===== src/rtl/traffic_phase_ctrl.sv =====
// Two-road signal sequencer with pedestrian service and a timer-load side channel.
// Optional night flash mode is built when NIGHT_FLASH_EN is defined.
module traffic_phase_ctrl #(
    parameter logic [3:0] MAIN_GREEN = 4'd8,
    parameter logic [3:0] YELLOW     = 4'd3,
    parameter logic [3:0] ALL_RED    = 4'd1,
    parameter logic [3:0] SIDE_GREEN = 4'd15
) (
    input  logic       Clk,
    input  logic       Rst,
    input  logic       Sensor,
    input  logic       PedReq,
`ifdef NIGHT_FLASH_EN
    input  logic       Night,
`endif
    output logic [1:0] MainSel,
    output logic [1:0] SideSel,
    output logic       Walk,
    output logic       TimerLoad,
    output logic [3:0] TimerD,
    output logic [2:0] Phase
);

    typedef enum logic [2:0] {
        S_MG = 3'd0,
        S_MY = 3'd1,
        S_R1 = 3'd2,
        S_SG = 3'd3,
        S_SY = 3'd4,
`ifdef NIGHT_FLASH_EN
        S_FL = 3'd6,
`endif
        S_R2 = 3'd5
    } phase_e;

    localparam logic [1:0] L_OFF = 2'b00;
    localparam logic [1:0] L_RED = 2'b01;
    localparam logic [1:0] L_YEL = 2'b10;
    localparam logic [1:0] L_GRN = 2'b11;

    // Counter reload value: N-1, with code 15 meaning 21 cycles and 0 meaning 1
    function automatic logic [4:0] n_m1(input logic [3:0] c);
        if (c == 4'd15)     n_m1 = 5'd20;
        else if (c == 4'd0) n_m1 = 5'd0;
        else                n_m1 = {1'b0, c} - 5'd1;
    endfunction

    phase_e     state_q, state_d, nxt;
    logic [4:0] cnt_q, cnt_d;
    logic [1:0] main_q, main_d, side_q, side_d;
    logic       walk_q, walk_d, load_q, load_d, ped_q, ped_d;
    logic [3:0] code_q, code_d;
    logic       go, expired, pend;

    assign expired = (cnt_q == 5'd0);
    assign pend    = ped_q | PedReq;

    always_comb begin
        state_d = state_q;
        nxt     = state_q;
        go      = 1'b0;
        cnt_d   = expired ? 5'd0 : cnt_q - 5'd1;
        main_d  = main_q;
        side_d  = side_q;
        walk_d  = walk_q;
        load_d  = 1'b0;
        code_d  = code_q;
        ped_d   = pend;
        if (state_q == S_SG && load_q) ped_d = PedReq;

        unique case (state_q)
            S_MG: begin
`ifdef NIGHT_FLASH_EN
                if (expired && Night) begin
                    nxt = S_FL;
                    go  = 1'b1;
                end else
`endif
                if (expired && (Sensor || pend)) begin
                    nxt = S_MY;
                    go  = 1'b1;
                end
            end
            S_MY: begin nxt = S_R1; go = expired; end
            S_R1: begin nxt = S_SG; go = expired; end
            S_SG: begin nxt = S_SY; go = expired; end
            S_SY: begin nxt = S_R2; go = expired; end
            S_R2: begin nxt = S_MG; go = expired; end
`ifdef NIGHT_FLASH_EN
            S_FL: begin
                nxt = Night ? S_FL : S_R2;
                go  = expired;
            end
`endif
            default: begin nxt = S_MG; go = 1'b1; end
        endcase

        if (go) begin
            state_d = nxt;
            load_d  = 1'b1;
            walk_d  = 1'b0;
            unique case (nxt)
                S_MG: begin code_d = MAIN_GREEN; main_d = L_GRN; side_d = L_RED; end
                S_MY: begin code_d = YELLOW;     main_d = L_YEL; side_d = L_RED; end
                S_R1: begin code_d = ALL_RED;    main_d = L_RED; side_d = L_RED; end
                S_SG: begin
                    code_d = SIDE_GREEN;
                    main_d = L_RED;
                    side_d = L_GRN;
                    walk_d = pend;
                end
                S_SY: begin code_d = YELLOW;     main_d = L_RED; side_d = L_YEL; end
                S_R2: begin code_d = ALL_RED;    main_d = L_RED; side_d = L_RED; end
`ifdef NIGHT_FLASH_EN
                S_FL: begin
                    code_d = YELLOW;
                    // Each half-period toggles lamps; entry starts on the lit half
                    if (state_q == S_FL && main_q == L_YEL) begin
                        main_d = L_OFF;
                        side_d = L_OFF;
                    end else begin
                        main_d = L_YEL;
                        side_d = L_RED;
                    end
                end
`endif
                default: begin code_d = MAIN_GREEN; main_d = L_GRN; side_d = L_RED; end
            endcase
            cnt_d = n_m1(code_d);
        end
    end

    always_ff @(posedge Clk or posedge Rst) begin
        if (Rst) begin
            state_q <= S_MG;
            cnt_q   <= n_m1(MAIN_GREEN);
            main_q  <= L_GRN;
            side_q  <= L_RED;
            walk_q  <= 1'b0;
            load_q  <= 1'b0;
            code_q  <= MAIN_GREEN;
            ped_q   <= 1'b0;
        end else begin
            state_q <= state_d;
            cnt_q   <= cnt_d;
            main_q  <= main_d;
            side_q  <= side_d;
            walk_q  <= walk_d;
            load_q  <= load_d;
            code_q  <= code_d;
            ped_q   <= ped_d;
        end
    end

    assign MainSel   = main_q;
    assign SideSel   = side_q;
    assign Walk      = walk_q;
    assign TimerLoad = load_q;
    assign TimerD    = code_q;
    assign Phase     = state_q;

endmodule


===== config.mk =====
export PLATFORM = sky130hd
export DESIGN_NAME = traffic_phase_ctrl
export DESIGN_NICKNAME = d
export VERILOG_FILES = /design/src/rtl/traffic_phase_ctrl.sv
export SDC_FILE = /design/constraint.sdc
export NUM_CORES = 1
export LEC_CHECK = 0
export BUFFER_PORTS_ARGS = -buffer_cell sky130_fd_sc_hd__buf_2
export CELL_PAD_IN_SITES_DETAIL_PLACEMENT = 1
export CELL_PAD_IN_SITES_GLOBAL_PLACEMENT = 1
export CORE_UTILIZATION = 41
export DETAILED_ROUTE_END_ITERATION = 12
export HOLD_SLACK_MARGIN = 0.06
export PLACE_DENSITY_LB_ADDON = 0.1
export SYNTH_ARGS = -nofsm -noshare
export SYNTH_HDL_FRONTEND = slang
export SYNTH_SLANG_ARGS = --single-unit

===== constraint.sdc =====
create_clock -name Clk -period 2 [get_ports Clk]
set_clock_uncertainty 0.05 [all_clocks]
set_input_delay 0.3 -clock Clk [delete_from_list [all_inputs] [get_ports Clk]]
set_output_delay 0.3 -clock Clk [all_outputs]
set_load 0.02 [all_outputs]

# Word-level counts from Yosys, hierarchy flattened
# Cells that the tools add are included.
[word_totals]
wordCells = 47
output_inout_bits = 13
ff_bits = 19
input_bits = 4
[classes]
add_sub_neg = 2
bitwise = 1
n_eq_ne = 11
mux = 15
n_reduce_logical = 10
[ops]
columns = ["cell", "n"]
rows = [
  ["$mux 5", 4],
  ["$pmux 3 s5", 1],
  ["$eq 3x2->1 const B", 4],
  ["$eq 3x3->1 const B", 4],
  ["$pmux 4 s3", 1],
  ["$pmux 2 s2", 2],
  ["$eq 3x1->1 const B", 2],
  ["$logic_not 5->1", 1],
  ["$reduce_or 5->1", 1],
  ["$sub 4x1->5 const B", 1],
  ["$sub 5x1->5 const B", 1],
  ["$eq 4x4->1 const B", 1],
  ["$logic_not 4->1", 1],
  ["$mux 1", 4],
  ["$mux 4", 1],
  ["$reduce_or 2->1", 2],
  ["$reduce_or 4->1", 1],
  ["$logic_not 3->1", 1],
  ["$mux 3", 1],
  ["$logic_and 1x1->1", 2],
  ["$pmux 1 s2", 1],
  ["$logic_or 1x1->1", 1],
  ["$or 1x1->1", 1],
]

# Depth between registers and ports, before layout
# Gate-level depths: netlist of the first run.
[logic_depth]
word_depth = 13
ltp_mapped = 6

# Worst setup path after synthesis of the first run
# Ideal clock, no wire load.
[synth_path]
kind = "reg2reg"
startpoint = "register cnt_q[0]"
endpoint = "register state_q[1] (netlist: Phase[1])"
slack_ns = 0.294
period_less_slack_ns = 1.706
setup_ns = 0.078
arrival_ns = 1.579
path_stages_with_launch = 7
n_path_buf = 1
cell_sequence = "dfstp_2 > inv_1 > ha_1 > or4b_1 > buf_2 > or3_1 > a21oi_1"
[synth_between]
elab_chain_len = 4
elab_cells_between_ends = 6
cone_classes = "4 x mux; 2 x reduce/logical"
[synth_rtl]
columns = ["item", "line_no", "source"]
rows = [
  ["start, declared", "49", "logic [4:0] cnt_q, cnt_d;"],
  ["start signal, assigned", "136", "cnt_q <= n_m1(MAIN_GREEN);"],
  ["start signal, assigned", "145", "cnt_q <= cnt_d;"],
  ["$logic_not 5->1 *", "55", "assign expired = (cnt_q == 5'd0);"],
  ["$logic_and 1x1->1", "79", "if (expired && (Sensor || pend)) begin"],
  ["$mux 3 / $mux 1 (equally long branches)", "79", ""],
  ["$pmux 3 s5 / $pmux 1 s2 (equally long branches)", "71", "unique case (state_q)"],
  ["end signal, assigned", "144", "state_q <= state_d;"],
  ["end, declared", "48", "phase_e state_q, state_d, nxt;"],
]
# Every way passes the cells marked *; elsewhere a longest branch is shown, timed or not.
# A chain may end at the register's enable or synchronous reset.

# Worst setup path in the final report of the first run
[layout_path]
startpoint = "register cnt_q[0]"
endpoint = "register cnt_q[4]"
[layout_between]
elab_cells_between_ends = 23
cone_classes = "2 x add/sub; 6 x eq/ne; 10 x mux; 5 x reduce/logical"
[layout_rtl]
columns = ["item", "line_no", "source"]
rows = [
  ["$logic_not 5->1 *", "55", ""],
  ["$logic_and 1x1->1", "79", ""],
  ["$mux 1", "79", ""],
  ["$pmux 1 s2 *", "71", ""],
  ["named net go", "53", "logic go, expired, pend;"],
  ["$mux 5 *", "98", "if (go) begin"],
  ["named net cnt_d[4]", "49", ""],
]
# The timed path passes the listed nets; every way through them passes the cells marked *. The select of a mux whose other input is x is not followed.

==> flow_metrics.py, run 1 <==
metrics = {
    "synthesis": {
        "avgSynthCellArea_sq_um": 10.0,
        "syn_nets": 99,
        "yosysWarnings": 0,
        "synthFlopType": "dfrtp_1",
        "seq_area_frac_synth_pct": 52.0,
        "ys_ff_latch": 19,
        "async_flop_share_pct": 100,
        "synth-edff-count": 0,
        "syn_inst": 93,
        "ys_types": 33,
        "syn_area_sq_um": 931,
    },
    "grt": {
        "grt_use_total_pct": 20.0,
        "antenna_found_initial": 0,
        "grt_pass1_vias": 806,
        "grt_pass1_wl_um": 3680,
        "grt-ovfl-total": 0,
        "grt_max_degree": 20,
    },
    "clocking": {
        "clk_transition_reported_paths_ns": 0.10,
        "cts_tree": "done",
        "cts_root_buffer": "clkbuf_4",
        "cts.sinks": 19,
        "cts_made_buffers": 3,
        "cts.path.max_buffers": 2,
        "htreeDepth": 1,
        "clk_latency_ns": 0.30,
        "cts_hold_buf": 0,
    },
    "cells_and_area": {
        "syn_to_final_growth_pct": 15.6,
        "stdcell_count": 138,
        "drive_gt1_share_pct": 30.6,
        "layout.nets": 118,
        "antenna_cells": 0,
    },
    "setup_path": {
        "cpPeakStageDelay_ns": 0.55,
        "worstPathRequired_ns": 2.13,
        "path_depth": 5,
        "cp-end-kind": "register",
        "path_class": "reg2reg",
        "cp_max_fo": 9,
        "worstPathArrival_ns": 1.97,
        "cp_slowest_cell": "or4b_4",
        "critPathBufInv": 1,
        "critPathLaunchType": "register",
        "crit_chain": "inv_1, ha_1, or4b_4, a22oi_2, o21ai_0",
        "ff2ff_path_depth": 5,
        "crit_family": "simple AND/OR/NAND/NOR gates",
    },
    "drt": {
        "wl_per_cell_um": 15.9,
        "vias_per_cell": 5.70,
        "drt_pass1_iterations": 4,
        "via_count": 786,
        "wirelength_um": 2200,
        "ant_nets": 0,
        "dr.first_iter.drc_count": 6,
        "drc": 0,
    },
    "placement": {
        "post-place-ws_ns": 0.103,
        "post-place-cells": 134,
        "finalWeightedCongestion": 0.736,
        "dpl.hpwl_um": 1550,
        "io_buffers": 16,
    },
    "floorplanning": {
        "start_util_pct": 45.6,
        "coreArea_sq_mm": 0.00204,
        "die_w_um": 49.7,
        "io_pins": 17,
        "die_area_sq_mm": 0.00247,
        "num_rows": 16,
        "die_h_um": 49.7,
    },
    "pwr": {
        "swShare_pct": 21.3,
        "p_int_mw": 0.465,
        "switchingPower_mw": 0.126,
        "p_seq_share_pct": 65.2,
        "p_per_area_mw_per_mm2": 549,
        "clock_power_share_pct": 33.0,
        "ir_drop_mv": 0.364,
        "leakagePower_nw": 0.488,
        "p_comb_share_pct": 1.8,
    },
    "sta": {
        "rsz0062_at_grt": "false",
        "fin_ws_ns": 0.157,
        "hold_viol": 0,
        "clock.fmax_mhz": 543,
        "tns_ns": 0,
        "finalSetupViolCount": 0,
        "fin_crit_sh_pct": 92.1,
        "slew_headroom_pct": 53.0,
        "period_needed_ns": 1.84,
        "tightest_slew_ns": 0.704,
        "slew_violations": 0,
    },
    "run_status": {
        "status": "finished clean",
    },
    "worst_hold_path": {
        "min_path_type": "in2async",
    },
    "run": {
        "cap_violations": 0,
    },
}
[what timing repair did]
item / 4_1_cts / 5_1_grt
endpoints found under the setup margin: 0 / 3
gates resized for setup: 0 / 1
buffers inserted: 0 / 0
[area by class of cell]
class,instances,area (sq um)
Tap cell,27,33.8
Timing Repair Buffer,19,103
Fill cell,257,966
Clock buffer,4,26.3
Sequential cell,19,484
Inverter,7,26.3
Multi-Input combinational cell,62,403
[synthesized netlist by cell type (2+ instances only)]
| cell | instances | area, sq um |
|---|---|---|
| a21oi_1 | 3 | 15.0 |
| inv_1 | 7 | 26.3 |
| xnor2_1 | 2 | 17.5 |
| nand3_1 | 3 | 15.0 |
| nand4_1 | 3 | 18.8 |
| o21ai_0 | 10 | 50.1 |
| ha_1 | 2 | 25.0 |
| a21o_1 | 2 | 15.0 |
| or3_1 | 3 | 18.8 |
| nor2_1 | 4 | 15.0 |
| o21a_1 | 2 | 15.0 |
| clkbuf_1 | 3 | 11.3 |
| nand2_1 | 5 | 18.8 |
| dfrtp_1 | 12 | 300 |
| buf_2 | 2 | 10.0 |
| dfstp_2 | 7 | 184 |
| nor3_1 | 7 | 35.0 |
[stage by stage]
| stage | area [sq um] | power (mW) | util [%] | hold slack [ns] |
|---|---|---|---|---|
| global placement | 1050 | 0.403 | 51.2 | 0.404 |
| CTS | 1070 | 0.601 | 52.5 | 0.0772 |
| floorplan | 931 | 0.397 | - | 0.196 |
| global route | 1080 | 0.623 | 52.7 | 0.116 |
| detailed placement | 1050 | 0.403 | 51.2 | 0.407 |
| finish | 1080 | 0.591 | 52.7 | 0.0370 |
[routing by layer]
| metal | up-vias | track usage [%] | share of wire (%) |
|---|---|---|---|
| met5 | - | 0 | 0 |
| met4 | 0 | 8.10 | 1.9 |
| met3 | 5 | 2.78 | 2.9 |
| met2 | 14 | 31.3 | 48 |
| met1 | 397 | 27.5 | 47 |
| li1 | 370 | - | - |
[worst reg2reg max path, stage by stage, from the launching register on]
cell and delay, ns:
dfstp_2 0.39, inv_1 0.09, ha_1 0.20, or4b_4 0.55, a22oi_2 0.31, o21ai_0 0.14
[registers in the layout, summed over array words and instances, names as in the netlist]
register,cells
cnt_q,5
TimerD,4
Phase,3
MainSel,2
SideSel,2
TimerLoad,1
Walk,1
ped_q,1
[cells in the final DEF (no fill, tap or decap), types with 2 or more instances in the layout]
cell type / count
dfstp_2: 7
xnor2_1: 2
or3_1: 3
ha_1: 2
nor2_1: 4
inv_1: 7
buf_2: 16
dfrtp_1: 12
nor3_1: 7
nand2_1: 5
clkbuf_4: 3
nand4_1: 3
a21oi_1: 3
o21a_1: 2
buf_4: 3
a21o_1: 2
nand3_1: 3
o21ai_0: 10
[logic make-up (layout without fill, tap and decap cells)]
family                   after synthesis  count (layout)  share of synthesized area (%)
multiplexers                           1               1                           1.08
XOR/XNOR                               2               2                           1.88
AO/OA/AOI/OAI                         27              27                           19.4
adder cells (fa/ha/maj)                2               2                           2.69
buffers and inverters                 12              30                           5.11
AND/OR/NAND/NOR                       30              30                           17.9
flip-flops                            19              19                           52.0
[power groups by stage]
stage / Sequential (mW) / Combinational, mW / Clock, mW
after floorplan: 0.392 / 0.00573 / 0
after CTS: 0.385 / 0.0118 / 0.204
final: 0.385 / 0.0109 / 0.195
after global placement: 0.392 / 0.0116 / 0
after detailed placement: 0.392 / 0.0118 / 0
after global routing: 0.385 / 0.0136 / 0.224
[final timing paths]
kind | startpoint | end | slack [ns]
max | cnt_q[0]$_DFF_PP1_ | cnt_q[4]$_DFF_PP0_ | 0.16
min | Rst | Walk$_DFFE_PP0N_ | 0.04
max reg2reg | cnt_q[0]$_DFF_PP1_ | cnt_q[4]$_DFF_PP0_ | 0.16
min reg2reg | TimerD[0]$_DFFE_PP0N_ | TimerD[0]$_DFFE_PP0N_ | 0.47
max in group asynchronous | Rst | Phase[0]$_DFFE_PP0N_ | 1.41
min in group Clk | PedReq | ped_q$_DFF_PP0_ | 0.16
(Power assumes the default switching activity.)
==> inputs of run 2 (changes only) <==
==> constraint.sdc (replaced) <==
create_clock -name Clk -period 2 [get_ports Clk]
set_clock_uncertainty 0.05 [all_clocks]
set_input_delay 0.1 -clock Clk [delete_from_list [all_inputs] [get_ports Clk]]
set_output_delay 0.1 -clock Clk [all_outputs]
set_load 0.02 [all_outputs]
==> flow_metrics.py, run 2 (synthesis gave the netlist of run 1 again) <==
metrics = {
    "setup_path": {
        "critPathBufInv": 1,
        "cp_max_fo": 9,
        "critPathLaunchType": "register",
        "path_class": "reg2reg",
        "worstPathRequired_ns": 2.13,
        "worstPathArrival_ns": 2.00,
        "crit_chain": "inv_1, ha_1, or4b_4, a22oi_2, o21ai_0",
        "crit_family": "simple AND/OR/NAND/NOR gates",
        "cp-end-kind": "register",
        "cp_slowest_cell": "or4b_4",
        "cpPeakStageDelay_ns": 0.55,
    },
    "clocking": {
        "htreeDepth": 1,
        "cts_tree": "done",
        "cts_root_buffer": "clkbuf_4",
        "cts_made_buffers": 3,
        "cts.path.max_buffers": 2,
        "clk_transition_reported_paths_ns": 0.11,
        "cts.sinks": 19,
        "clk_latency_ns": 0.30,
    },
    "cells_and_area": {
        "fill_cells": 253,
        "largest_register_ffs": 5,
        "largest-register": "cnt_q",
        "layout.nets": 121,
        "syn_to_final_growth_pct": 18.7,
        "stdcell_count": 141,
        "post-route-util_pct": 54.1,
        "final_common_cell": "buf_2",
        "antenna_cells": 0,
        "final_cell_mix": "buf_2 (16), dfrtp_1 (12), o21ai_0 (10)",
        "drive_gt1_share_pct": 31.6,
    },
    "drt": {
        "vias_per_cell": 5.60,
        "dr.first_iter.drc_count": 15,
        "ant_nets": 0,
        "drc": 0,
        "via_count": 789,
        "wl_per_cell_um": 16.1,
        "wirelength_um": 2270,
        "drt_pass1_iterations": 4,
    },
    "floorplanning": {
        "die_area_sq_mm": 0.00247,
        "coreArea_sq_mm": 0.00204,
        "io_pins": 17,
        "die_h_um": 49.7,
        "num_rows": 16,
        "die_w_um": 49.7,
        "start_util_pct": 45.6,
    },
    "placement": {
        "finalWeightedCongestion": 0.721,
        "io_buffers": 16,
        "dpl.hpwl_um": 1650,
        "post-place-cells": 135,
        "post-place-ws_ns": 0.0998,
    },
    "pwr": {
        "p_total_mw": 0.596,
        "ir_drop_mv": 0.416,
        "p_per_area_mw_per_mm2": 540,
        "leakagePower_nw": 0.504,
    },
    "sta": {
        "period_needed_ns": 1.86,
        "finalSetupViolCount": 0,
        "fin_crit_sh_pct": 93.1,
        "slew_violations": 0,
        "hold_viol": 0,
        "fin_ws_ns": 0.139,
        "clock.fmax_mhz": 537,
        "tns_ns": 0,
        "tightest_slew_ns": 0.708,
        "slew_headroom_pct": 52.7,
        "rsz0062_at_grt": "false",
    },
    "grt": {
        "grt_max_degree": 20,
        "grt_pass1_vias": 860,
        "grt_use_total_pct": 22.0,
        "grt-ovfl-total": 0,
        "antenna_found_initial": 0,
        "grt_pass1_wl_um": 4090,
    },
    "run_status": {
        "status": "finished clean",
    },
    "worst_hold_path": {
        "min_path_type": "in2reg",
    },
    "run": {
        "cap_violations": 0,
    },
}
run 2: per-layer routing:
metal | wire, um | track usage, %
met1 | 1050 | 28.6
met2 | 1150 | 38.1
met3 | 56 | 2.78
met4 | 9 | 5.71
met5 | 0 | 0
run 2: timing repair:
item / 4_1_cts / 5_1_grt
resized for setup: 0 / 1
hold buffers: 2 / 0
endpoints found under the hold margin: 13 / 0
setup buffers: 0 / 0
setup endpoints to repair: 0 / 4
run 2: stage by stage:
step	cell area, sq um	hold WS (ns)
floorplan	931	-0.00404
global placement	1050	0.197
detailed placement	1050	0.207
CTS	1100	0.222
global route	1100	0.232
finish	1100	0.224
run 2: tightest hold or removal path: stages:
cell and delay (ns):
buf_2 0.09, or3_1 0.12, a21oi_1 0.07, o21ai_0 0.16
run 2: worst paths after layout:
check / start / to / slack (ns) / cells after the start
max: cnt_q[0]$_DFF_PP1_ / cnt_q[4]$_DFF_PP0_ / 0.14 / 5
min: Sensor / MainSel[1]$_DFFE_PP1N_ / 0.22 / 4
max reg2reg: cnt_q[0]$_DFF_PP1_ / cnt_q[4]$_DFF_PP0_ / 0.14 / 5
min reg2reg: TimerD[0]$_DFFE_PP0N_ / TimerD[0]$_DFFE_PP0N_ / 0.46 / 1
max in group asynchronous: Rst / TimerD[1]$_DFFE_PP0N_ / 1.06 / 3
min in group asynchronous: Rst / SideSel[1]$_DFFE_PP0N_ / 0.39 / 3
run 2: area by class of cell:
type | instances | area (sq um) | area share, %
sequential | 19 | 484 | 43.8
tap | 27 | 33.8 | 3.06
clock inverter | 1 | 5.00 | 0.453
timing repair buffer | 22 | 130 | 11.8
inverter | 7 | 26.3 | 2.38
multi-input combinational | 62 | 403 | 36.5
clock buffer | 3 | 22.5 | 2.04
run 2: power by group:
part	internal (mW)	leakage (nW)	switching [mW]
Sequential	0.385	0.235	0.0000000000234
Clock	0.0745	0.0177	0.123
Combinational	0.00479	0.251	0.00926
Total	0.464	0.504	0.132
